===== src/rtl/program_sequencer.sv =====
// Fetch stage of the 8-bit core: drives the program-memory address, classifies the
// fetched word, resolves page-relative jumps in the fetch cycle and detects jump-to-self halt.
module program_sequencer #(
  parameter int PC_W  = 8,
  parameter int CNT_W = 16
) (
  input  logic             i_clk,
  input  logic             i_sync_reset,
  input  logic [7:0]       i_pm_data,
  input  logic             i_z_flag,
  input  logic             i_hold,
  output logic [PC_W-1:0]  o_pm_addr,
  output logic [PC_W-1:0]  o_pc,
  output logic [7:0]       o_ir,
  output logic [2:0]       o_instr_class,
  output logic             o_instr_valid,
  output logic             o_jump_taken,
  output logic             o_halted,
  output logic [CNT_W-1:0] o_instr_count,
  output logic [1:0]       o_dbg_state
);

  localparam logic [1:0] S_RESET = 2'd0;
  localparam logic [1:0] S_RUN   = 2'd1;
  localparam logic [1:0] S_HALT  = 2'd2;

  localparam logic [2:0] C_RESET            = 3'd0;
  localparam logic [2:0] C_LOAD             = 3'd1;
  localparam logic [2:0] C_MOVE             = 3'd2;
  localparam logic [2:0] C_ALU              = 3'd3;
  localparam logic [2:0] C_JUMP             = 3'd4;
  localparam logic [2:0] C_CONDITIONAL_JUMP = 3'd5;
  localparam logic [2:0] C_JUMP_NEXT        = 3'd6;

  logic [1:0]       r_state;
  logic [PC_W-1:0]  r_pc;
  logic [CNT_W-1:0] r_count;

  logic             w_run;
  logic [7:0]       w_ir;
  logic [2:0]       w_class;
  logic [PC_W-1:0]  w_target;
  logic [PC_W-1:0]  w_pc_inc;
  logic [PC_W-1:0]  w_next_pc;
  logic             w_branch;
  logic             w_retire;
  logic             w_halt_hit;
  logic             w_count_max;

  assign w_run       = (r_state == S_RUN);
  assign w_ir        = w_run ? i_pm_data : 8'h00;
  assign w_target    = {r_pc[PC_W-1:4], w_ir[3:0]};
  assign w_pc_inc    = r_pc + {{(PC_W-1){1'b0}}, 1'b1};
  assign w_retire    = w_run & ~i_hold;
  assign w_count_max = &r_count;

  // z_flag only matters for the 1111xxxx group; everything else is pure decode.
  always_comb begin
    w_class = C_RESET;
    if (w_run) begin
      casez (w_ir)
        8'b0???????: w_class = C_LOAD;
        8'b10??????: w_class = C_MOVE;
        8'b110?????: w_class = C_ALU;
        8'b1110????: w_class = C_JUMP;
        default:     w_class = i_z_flag ? C_JUMP_NEXT : C_CONDITIONAL_JUMP;
      endcase
    end
  end

  assign w_branch   = (w_class == C_JUMP) | (w_class == C_CONDITIONAL_JUMP);
  assign w_halt_hit = w_retire & (w_class == C_JUMP) & (w_target == r_pc);

  // A held instruction re-presents the same address so memory returns the same word.
  always_comb begin
    w_next_pc = '0;
    case (r_state)
      S_RUN: begin
        if (i_hold)        w_next_pc = r_pc;
        else if (w_branch) w_next_pc = w_target;
        else               w_next_pc = w_pc_inc;
      end
      S_HALT:  w_next_pc = r_pc;
      default: w_next_pc = '0;
    endcase
  end

  always_ff @(posedge i_clk) begin
    if (i_sync_reset) begin
      r_state <= S_RESET;
      r_pc    <= '0;
      r_count <= '0;
    end else begin
      case (r_state)
        S_RESET: begin
          r_state <= S_RUN;
          r_pc    <= w_next_pc;
        end
        S_RUN: begin
          r_pc <= w_next_pc;
          if (w_retire && !w_count_max)
            r_count <= r_count + {{(CNT_W-1){1'b0}}, 1'b1};
          if (w_halt_hit)
            r_state <= S_HALT;
        end
        S_HALT: begin
          r_state <= S_HALT;
        end
        default: begin
          r_state <= S_RESET;
          r_pc    <= '0;
        end
      endcase
    end
  end

  assign o_pm_addr     = w_next_pc;
  assign o_pc          = r_pc;
  assign o_ir          = w_ir;
  assign o_instr_class = w_class;
  assign o_instr_valid = w_run;
  assign o_jump_taken  = w_retire & w_branch;
  assign o_halted      = (r_state == S_HALT);
  assign o_instr_count = r_count;
  assign o_dbg_state   = r_state;

endmodule

===== config.mk =====
export PLATFORM = sky130hd
export DESIGN_NAME = program_sequencer
export DESIGN_NICKNAME = d
export VERILOG_FILES = /design/src/rtl/program_sequencer.sv
export SDC_FILE = /design/constraint.sdc
export NUM_CORES = 1
export LEC_CHECK = 0
export ABC_AREA = 1
export CAP_MARGIN = 0
export CORE_MARGIN = 4
export CORE_UTILIZATION = 47
export DETAILED_ROUTE_END_ITERATION = 10
export GPL_TIMING_DRIVEN = 0
export HOLD_SLACK_MARGIN = 0.02
export PLACE_DENSITY = 0.81
export SKIP_CTS_REPAIR_TIMING = 1
export SYNTH_ARGS = -nofsm -noshare
export SYNTH_HDL_FRONTEND = slang
export SYNTH_SLANG_ARGS = --single-unit

===== constraint.sdc =====
create_clock -name i_clk -period 2 [get_ports i_clk]
set_clock_uncertainty 0.2 [all_clocks]
set_input_delay 0.3 -clock i_clk [delete_from_list [all_inputs] [get_ports i_clk]]
set_output_delay 0.3 -clock i_clk [all_outputs]
set_load 0.1 [all_outputs]

Word-level counts from Yosys, hierarchy flattened
Cells that the tools add are included.
{ "word_totals": {"wordCells": 37, "out_inout_bits": 48, "ff_bits": 26} }
{ "classes": {"n_reduce_logical": 6, "n_mux": 10, "n_bitwise": 7, "eq_ne": 9, "addsub": 2} }
{ "op_table": {"columns": ["cell", "n"], "rows": [
  ["$pmux 8 s2", 2],
  ["$mux 8", 3],
  ["$add 16x1->16 const B", 1],
  ["$reduce_and 16->1", 1],
  ["$pmux 3 s4", 1],
  ["$eq 3x3->1 const B", 3],
  ["$add 8x1->8 const B", 1],
  ["$pmux 2 s3", 1],
  ["$and 1x1->1", 4],
  ["$eq 2x2->1 const B", 2],
  ["$eq 4x4->1", 1],
  ["$eq 4x4->1 const B", 1],
  ["$mux 2", 2],
  ["$mux 3", 1],
  ["$eq 2x1->1 const B", 1],
  ["$logic_not 2->1", 1],
  ["$ne 2x1->1 const B", 1],
  ["$not 1->1", 2],
  ["$reduce_and 2->1", 1],
  ["$reduce_or 2->1", 1],
  ["$logic_and 1x1->1", 1],
  ["$logic_not 1->1", 1],
  ["$or 1x1->1", 1]
]} }

Depth between registers and ports, before layout
Gate-level depths: netlist (run 1).
{ "depth": {"depth_word": 11, "ltp_mapped": 13, "mapped_depth_nobuf": 13} }

Worst setup path before layout (run 1)
OpenSTA, ideal clock, no wires.
{ "synth_timing": {"path_kind": "reg2out", "start": "register r_state[0] (netlist: o_dbg_state[0])", "end": "output o_pm_addr[2]", "required_ns": 1.500, "path_stages_with_launch": 9, "t_arrival_ns": 4.781, "slack_ns": -3.281, "n_path_buf": 1, "path_cell_list": "dfxtp_1 > ha_1 > buf_2 > nand2_1 > inv_1 > o21ai_0 > nand2_1 > nand2_1 > a21oi_1"} }
{ "synth_between": {"word_cells_on_any_way": 15} }
{ "synth_rtl": {"columns": ["element", "line_no", "rtl"], "rows": [
  ["start, declared", "35", "logic [1:0] r_state;"],
  ["start signal, assigned", "90", "r_state <= S_RESET;"],
  ["start signal, assigned", "96", "r_state <= S_RUN;"],
  ["start signal, assigned", "104", "r_state <= S_HALT;"],
  ["$eq 2x1->1", "50", "assign w_run = (r_state == S_RUN);"],
  ["net o_instr_valid", "16", "output logic o_instr_valid,"],
  ["$mux 8", "51", "assign w_ir = w_run ? i_pm_data : 8'h00;"],
  ["net o_ir[2]", "14", "output logic [7:0] o_ir,"],
  ["$mux 8", "80", "else if (w_branch) w_next_pc = w_target;"],
  ["$mux 8", "79", "if (i_hold) w_next_pc = r_pc;"],
  ["$pmux 8 s2", "77", "case (r_state)"],
  ["end, declared", "12", "output logic [PC_W-1:0] o_pm_addr,"]
]} }
The timed path passes the listed nets, and every way through them passes these cells.

Worst setup path after layout (run 1)
{ "layout_timing": {"start": "register r_state[1] (netlist: o_dbg_state[1])", "end": "output o_pm_addr[0]"} }
{ "layout_between": {"elab_chain_cells": 10, "word_cells_on_any_way": 15} }
{ "layout_lines": {"columns": ["element", "line_no", "rtl"], "rows": [
  ["$eq 2x1->1", "50, 77", null],
  ["$mux 8", "51", null],
  ["$eq 4x4->1, or another cell as far along", "61", "casez (w_ir)"],
  ["$pmux 3 s4", "61", null],
  ["$mux 3", "60", "if (w_run) begin"],
  ["$eq 3x3->1", "71", "assign w_branch = (w_class == C_JUMP) | (w_class == C_CONDITIONAL_JUMP);"],
  ["$or 1x1->1", "71", null],
  ["$mux 8", "80", null],
  ["$mux 8", "79", null],
  ["$pmux 8 s2 *", "77", null]
]} }
Mark *: on every way between the ends. The rest lies on a longest branch, timed or not.

==> results of run 1 <==
==> cells in the final DEF (no fill, tap or decap), types with 3 or more instances in the layout <==
master,netlist,final
clkbuf_2,0,5
xor2_1,8,8
nor2_1,26,23
a21oi_4,0,7
dlymetal6s2s_1,0,31
clkbuf_8,0,3
clkdlybuf4s50_1,0,4
inv_1,38,28
nand4_1,4,4
nand3_2,1,4
nand2_2,4,11
nand2_4,2,8
a21oi_1,34,27
nand2_1,86,73
buf_12,0,14
o21ai_0,11,10
clkinvlp_4,0,8
dfxtp_2,0,15
xnor2_1,5,5
buf_4,1,12
nor3_1,6,5
nand3_1,22,19
dfxtp_1,26,7
buf_6,2,5
dfxtp_4,0,4
==> registers in the layout, summed over array words and instances, names as in the netlist <==
name and flops:
o_instr_count 16, o_pc 8, o_dbg_state 2
==> power by group through the flow <==
| stage | registers [mW] | clock network, mW | logic [mW] |
|---|---|---|---|
| 2_1_floorplan | 0.816 | 0 | 1.22 |
| 3_3_place_gp | 0.613 | 0 | 1.78 |
| 3_5_place_dp | 0.614 | 0 | 1.79 |
| 4_1_cts | 0.602 | 0.391 | 1.80 |
| 5_1_grt | 0.611 | 0.406 | 2.21 |
| 6_report | 0.607 | 0.388 | 2.14 |
==> per-layer routing <==
metal | part of all wire [%] | track usage [%]
met1 | 42 | 31.0
met2 | 49 | 32.9
met3 | 7.7 | 4.69
met4 | 1.1 | 5.22
met5 | 0 | 0
==> layout make-up <==
type | instances | area share [%]
inverter | 40 | 5.81
clock buffer | 4 | 2.08
timing repair buffer | 70 | 27.5
tap | 48 | 1.88
sequential | 26 | 17.4
multi-input combinational | 224 | 42.9
buffer | 8 | 2.43
==> metrics by stage <==
stage	power [mW]	hold slack, ps	setup WS, ps
2_1_floorplan	2.04	418	-1000
3_3_place_gp	2.39	280	-1470
3_5_place_dp	2.41	287	-1490
4_1_cts	2.79	250	-1520
5_1_grt	3.23	272	-598
6_report	3.13	231	-497
==> path summary, 6_finish.rpt <==
check | start | end | slack (ps) | cells after the start
max reg2reg | o_dbg_state[1]$_SDFFE_PP0P_ | o_pc[0]$_SDFFE_PP0N_ | -150 | 12
min reg2reg | o_instr_count[9]$_SDFFE_PP0P_ | o_instr_count[9]$_SDFFE_PP0P_ | 300 | 2
max | o_dbg_state[1]$_SDFFE_PP0P_ | o_pm_addr[0] | -500 | 10
min | i_sync_reset | o_instr_count[9]$_SDFFE_PP0P_ | 230 | 2
==> cells by family (layout without fill, tap and decap cells) <==
| kind of cell | count (synthesis) | after routing | synth area share (%) |
|---|---|---|---|
| AND/OR/NAND/NOR | 156 | 156 | 37.6 |
| AO/OA/AOI/OAI | 50 | 50 | 14.4 |
| buffers and inverters | 48 | 122 | 10.8 |
| flip-flops | 26 | 26 | 27.8 |
| XOR/XNOR | 13 | 13 | 6.08 |
| adder cells (fa/ha/maj) | 5 | 5 | 3.34 |
==> critical path: cells and delay by family (launching register included) <==
kind,cells,cell delay [ps]
AOI/OAI and AO/OA,2,320
adders and majority gates,1,150
buffers and inverters,3,410
DFF,1,380
and+or+nand+nor,4,450
==> flow_summary.yaml, run 1 <==
cells_and_area:
  area_growth_pct: 70.1
  nets: 390
  regArea_um2: 554
  postLayoutCoreUtil_pct: 85.1
  stdcell_count: 420
  drive_above_1_share_pct: 32.5
  fillers: 210
  design_area_um2: 3190
  antenna_cells: 0
  multi_input_area_um2: 1370
clock_network:
  clock_latency_ps: 270
  cts_buffers: 3
  htree_levels: 1
  clk_pin_slew_worst_paths_ps: 90
  numClockSinks: 26
  clock_path_buffers: 2
  cts_tree: "built"
  cts-root-buf: "clkbuf_8"
synth:
  synth_most_common_cell: "nand2_1"
  synth_top_area_cell: "dfxtp_1"
  synthCells: 298
  synth-edff-count: 0
  synth_area_leaders: "dfxtp_1, nand2_1, a21oi_1, inv_1, nand3_1"
  synth_top_area_share_pct: 27.8
  synthTopCellsByCount: "nand2_1, inv_1, a21oi_1, dfxtp_1, nor2_1"
  synth_warnings: 0
  netlist_area_um2: 1870
  async_reset_ff_share_pct: 0
  syn-num-nets: 315
  ys_seq_elements: 26
  ys_types: 31
  synth.avg_cell_area_um2: 6.29
  ys.flop_type: "dfxtp_1"
  ys_seq_area_share_pct: 27.8
place:
  portBuffers: 58
  hpwl_mm: 4.17
  placedInstanceArea_um2: 2740
  dp_cells: 404
  gp_congestion: 0.885
worst_setup_path:
  slowest_stage: "dfxtp_4"
  crit_fanout: 6
  path_class: "flop to output port"
  critPathMaxStageDelay_ps: 380
  cp-end-kind: "output port"
  crit_chain: "inv_4 -> ha_4 -> nand2_4 -> nor2_8 -> nand2_4 -> buf_8 -> o211ai_2 -> nand2_2 -> a21oi_4 -> buf_12"
  crit_required_ps: 1500
  worstSetupStartpointType: "flop"
  arrival_ps: 2000
  worst_path_most_repeated_cell: "nand2_4"
power:
  power.net_switching_mw: 1.72
  sw_frac_of_total_pct: 54.8
  leakage_nw: 1.69
  p_int_mw: 1.41
  power.density_nw_per_um2: 983
  clkPwrFrac_pct: 12.4
  combPwrFrac_pct: 68.2
  seqPwrFrac_pct: 19.4
  peakVddDrop_mv: 0.589
floorplanning:
  start_util_pct: 50.0
  die_w_um: 71.1
  rows: 22
  dieArea_um2: 5060
  core_um2: 3740
  io_pins: 60
  die_h_um: 71.1
timing:
  tns_ps: -4430
  post-route-min-period_ps: 2500
  maxSlewViolCount: 0
  finalSetupViolations: 20
  worstMarginPinSlew_ps: 984
  relSlewSlack_pct: 34.3
  setup_ws_ps: -497
  fin_crit_sh_pct: 125
  fmax_mhz: 401
  rsz0062_at_grt: "true"
  finalHoldViolCount: 0
hold_path:
  hold_class: "input pin to flop"
status:
  status: "finished with violations"
  failed_checks: "negative setup slack"
global_route:
  grt_pass1_vias: 1918
  antenna_found_initial: 0
  grt_max_degree: 16
  overflow: 0
  grt_usage_pct: 21.6
  grt_pass1_wl_mm: 9.07
route:
  dr.first_iter.drc_count: 275
  drt_wl_total_mm: 6.76
  drc: 0
  drtAntennaViolNets: 0
  dr.pass1.iters: 5
  wl_per_cell_um: 16.1
  vias: 2329
  via_per_inst: 5.55
job:
  max_cap_viol_count: 0
No activity file was read; power rests on OpenSTA's default activity.
==> inputs of run 2 (changes only) <==
- CTS_CLUSTER_DIAMETER: unset -> 120
==> results of run 2 <==
Same layout as run 1: the final DEF is identical, and so are final timing and power.
==> variant 1 (config.mk and constraints of run 2) <==
Set the parameter `CNT_W` to 32 (it was 16).
--- a/src/rtl/program_sequencer.sv
+++ b/src/rtl/program_sequencer.sv
@@ -4,3 +4,3 @@
   parameter int PC_W  = 8,
-  parameter int CNT_W = 16
+  parameter int CNT_W = 32
 ) (
Ports: changed (resized o_instr_count); port bits go from 60 to 76. No check against the original RTL was run, so the function may have changed too.
==> variant 1 against run 2 <==
The flow still finishes with violations (negative setup slack); setup slack worse by 0.035 ns; design area up 46%; wire length up 52%; area after synthesis up 61%; cell count up 61%; sequential cell count up 16; total power up 15%; sequential power up 46%; critical path depth down 1; critical endpoint unchanged.
==> variant 1: results (changes against run 2) <==
H-tree depth=2 (+1); largest net degree at the start of global routing=14 (-2); Leak=0.00222 uW (+31%); routed wire length=10.3 mm (+52%); Seq/Total Area, Yosys=27.9% (+0.12 points); path depth of the worst reg2reg path=10 (-2); critical path peak fanout=6 (unchanged); max reg flops=32 (+16); VDD IR max=0.899 mV (+53%); routed length on met3=786 um (+52%); Mapped Nets=517 (+64%); All-Layer GR Usage=24.8% (+3.2 points); Data arrival, critical path=2.03 ns (+0.03 ns); violated checks=negative setup slack; setup ws final=-0.532 ns (-0.0355 ns); vias per inst=5.37 (-3.2%); Worst slew margin=34.3% (about the same); Filler Cell Count=462 (+120%); DR WL met2=4.94 mm (+48%); global-route wire length before repair=15.4 mm (+70%); layout cells sized above 1=29.8% (-2.7 points); number of buffers created by CTS=5 (+2); synth top area cells=dfxtp_1 28%, nand2_1 21%, nor2_1 7.1%; flop-to-flop setup slack=-0.05 ns (+0.10 ns); M1 WL=4.34 mm (+53%); # setup viols final=23 (+15%); Top delay family on crit path=buffers and inverters; slowest cell on the critical path=clkdlybuf4s50_1; clock slew at reported path FFs=0.08 ns; status=complete, but fails checks; FF-to-FF End=o_dbg_state[0]; IO Port Bufs=74 (+28%); Netlist cell types=35 (+13%); Skew-Pair Late Insertion Delay=0.31 ns (+0.04 ns); Max stage delay on crit path=0.57 ns (+0.19 ns); nets=617 (+58%); RD Place Congestion=0.972 (+9.9%); initial antenna violation count=0 (unchanged); Fin Setup TNS=-6.29 ns (-1.86 ns)
[variant 1: routing by layer]
metal / up-vias / global-route usage [%]
li1: 1785 / -
met4: 0 / 6.04
met5: - / 0
met3: 19 / 3.48
met1: 1660 / 35.1
met2: 165 / 39.9
[variant 1: layout make-up]
| cell class | count | area share [%] |
|---|---|---|
| buffer | 14 | 2.75 |
| timing repair buffer | 93 | 22.0 |
| clock inverter | 2 | 0.269 |
| tap | 75 | 2.02 |
| multi-input combinational | 389 | 45.7 |
| sequential | 42 | 20.3 |
| clock buffer | 6 | 1.78 |
| inverter | 55 | 5.20 |
[variant 1: worst min-delay path by stage]
stage                   endpoint  slack [ns]  cells past startpoint
4_1_cts                  o_pc[1]        0.15                      2
3_5_place_dp   o_instr_count[14]        0.26                      2
6_report                 o_pc[1]        0.15                      2
5_1_grt                  o_pc[1]        0.17                      2
3_3_place_gp   o_instr_count[14]        0.26                      2
2_1_floorplan            o_pc[1]        0.36                      2
[variant 1: per-stage QoR]
step	instance area, sq um	instances	total power, uW	worst slack, ns
5_1_grt	4650	676	3730	-0.628
2_1_floorplan	3340	500	2350	-1.26
3_5_place_dp	4170	649	2760	-1.47
6_report	4650	676	3590	-0.532
4_1_cts	4270	657	3350	-1.53
3_3_place_gp	4170	649	2740	-1.47
[variant 1: where the power goes]
group | internal [uW] | total (uW) | switching (uW) | leakage (uW)
Sequential | 850 | 886 | 36.3 | 0.000363
Clock | 278 | 595 | 317 | 0.0000472
Combinational | 594 | 2110 | 1520 | 0.00181
[variant 1: cells by family after synthesis]
logic type,after synthesis,share of synthesized area [%]
flops,42,27.9
xor+xnor,16,4.65
buf+inv,69,9.97
fa+ha+maj,5,2.08
compound gates,63,12.1
simple gates,305,43.3
[variant 1: worst register-to-register path, cell delays in order, from the launching register on]
cell	delay, ns
dfxtp_4	0.36
inv_4	0.06
ha_4	0.15
clkbuf_4	0.22
nand2_1	0.15
clkinvlp_4	0.12
nor2_1	0.05
nor3_2	0.23
nand3_2	0.15
a21oi_1	0.17
nor2_1	0.07
==> variant 2 (flow settings as in run 2) <==
Without the edit above. Register the inputs `i_pm_data`, `i_z_flag` and `i_hold` before use, without a reset. The logic sees them one clock later.
--- a/src/rtl/program_sequencer.sv
+++ b/src/rtl/program_sequencer.sv
@@ -34,2 +34,12 @@
 
+  logic [7:0] i_pm_data_q;
+  logic i_z_flag_q;
+  logic i_hold_q;
+
+  always_ff @(posedge i_clk) begin
+    i_pm_data_q <= i_pm_data;
+    i_z_flag_q  <= i_z_flag;
+    i_hold_q    <= i_hold;
+  end
+
   logic [1:0]       r_state;
@@ -50,6 +60,6 @@
   assign w_run       = (r_state == S_RUN);
-  assign w_ir        = w_run ? i_pm_data : 8'h00;
+  assign w_ir        = w_run ? i_pm_data_q : 8'h00;
   assign w_target    = {r_pc[PC_W-1:4], w_ir[3:0]};
   assign w_pc_inc    = r_pc + {{(PC_W-1){1'b0}}, 1'b1};
-  assign w_retire    = w_run & ~i_hold;
+  assign w_retire    = w_run & ~i_hold_q;
   assign w_count_max = &r_count;
@@ -65,3 +75,3 @@
         8'b1110????: w_class = C_JUMP;
-        default:     w_class = i_z_flag ? C_JUMP_NEXT : C_CONDITIONAL_JUMP;
+        default:     w_class = i_z_flag_q ? C_JUMP_NEXT : C_CONDITIONAL_JUMP;
       endcase
@@ -78,3 +88,3 @@
       S_RUN: begin
-        if (i_hold)        w_next_pc = r_pc;
+        if (i_hold_q)        w_next_pc = r_pc;
         else if (w_branch) w_next_pc = w_target;
Behaviour: not the same (a bounded check fails within 4 cycles, from zero or initial values and one cycle with i_sync_reset high).
==> variant 2 against run 2 <==
The flow still finishes with violations (negative setup slack); sequential cell count is 10 higher; setup slack worse by 0.052 ns; wire length is 11% higher; design area is 7.3% higher; total power is 18% higher; area after synthesis is 9.4% higher; via count is 4.3% higher; critical path type unchanged.
==> variant 2: results (changes against run 2) <==
status=complete, but fails checks; violated checks=negative setup slack; Post-Synth XOR/XNOR Area=4.70% (-1.4 points); Synth Area in Adders=3.05% (-0.29 points); most frequent cells after synthesis=92 x nand2_1, 42 x inv_1, 36 x dfxtp_1, 30 x a21oi_1, 25 x nor2_1; All-Layer GR Usage=23.3% (+1.7 points); VDD IR max=0.926 mV (+57%); Yosys top cell area share=35.2% (+7.4 points); vias=2430 (+4.3%); layout cells sized above 1=34.3% (+1.8 points); setup ws final=-0.549 ns (-0.0519 ns); Mapped Nets=329 (+4.4%); critical path peak fanout=5 (-1); H-tree depth=2 (+1); drt first pass iters=4 (-1); synth top area cells=dfxtp_1 35%, nand2_1 17%, inv_1 7.7%; # setup viols final=21 (+5.0%); vias in the first global route=2152 (+12%); die span in x=74.0 um (+4.1%); pre-CTS setup slack=-1.32 ns (+0.162 ns); Leak=0.00171 uW (+0.95%); 1st-iter DRT viols=233 (-15%); DP HPWL=4.53 mm (+8.7%); global-route wire length before repair=9.89 mm (+9.0%); RD Place Congestion=0.911 (+2.9%); Seq/Total Area, Yosys=35.2% (+7.4 points)
variant 2: layout make-up:
class / instances / area share [%]
Inverter: 42 / 5.56
Buffer: 9 / 2.34
Clock buffer: 6 / 2.12
Tap cell: 50 / 1.83
Clock inverter: 2 / 1.02
Timing Repair Buffer: 68 / 24.1
Sequential cell: 36 / 22.0
Multi-Input combinational cell: 225 / 41.0
variant 2: critical path: stages, from the launching register on:
cell	delay [ns]
dfxtp_4	0.36
inv_4	0.06
ha_4	0.13
buf_8	0.12
nand2_8	0.07
nor2_8	0.15
nand2_4	0.10
buf_8	0.14
o211ai_2	0.14
nand2_2	0.10
a21oi_4	0.17
buf_12	0.20
variant 2: worst paths after layout:
| path | slack (ns) | from | end | cells after the start |
|---|---|---|---|---|
| worst max-delay path | -0.55 | o_dbg_state[1] | o_pm_addr[0] | 11 |
| worst min-delay path | 0.23 | i_sync_reset | o_pc[5] | 2 |
| worst max register to register | -0.02 | o_dbg_state[1] | o_dbg_state[1] | 13 |
| worst min register to register | 0.27 | o_instr_count[0] | o_instr_count[0] | 1 |
variant 2: cells by family after synthesis:
group / after synthesis
XOR/XNOR: 11
AND/OR/NAND/NOR: 163
AO/OA/AOI/OAI: 46
adder cells (fa/ha/maj): 5
flip-flops: 36
buffers and inverters: 51
variant 2: per-stage QoR:
| stage | hold slack (ns) | std cells |
|---|---|---|
| 6_report | 0.228 | 438 |
| 3_5_place_dp | 0.255 | 420 |
| 2_1_floorplan | 0.128 | 312 |
| 5_1_grt | 0.241 | 438 |
| 3_3_place_gp | 0.253 | 420 |
| 4_1_cts | 0.199 | 428 |
variant 2: layer usage:
layer  wire length [um]  global-route usage, %  vias up
li1                   -                      -     1150
met1               2870                   28.7     1149
met2               3940                   40.4      104
met3                406                   5.00       27
met4                279                   7.24        0
met5                  0                      0        -
variant 2: power by group:
part / switching [uW] / total (uW) / internal, uW
Clock: 285 / 655 / 370
Sequential: 54.3 / 826 / 772
Combinational: 1560 / 2200 / 643
Total: 1900 / 3680 / 1790
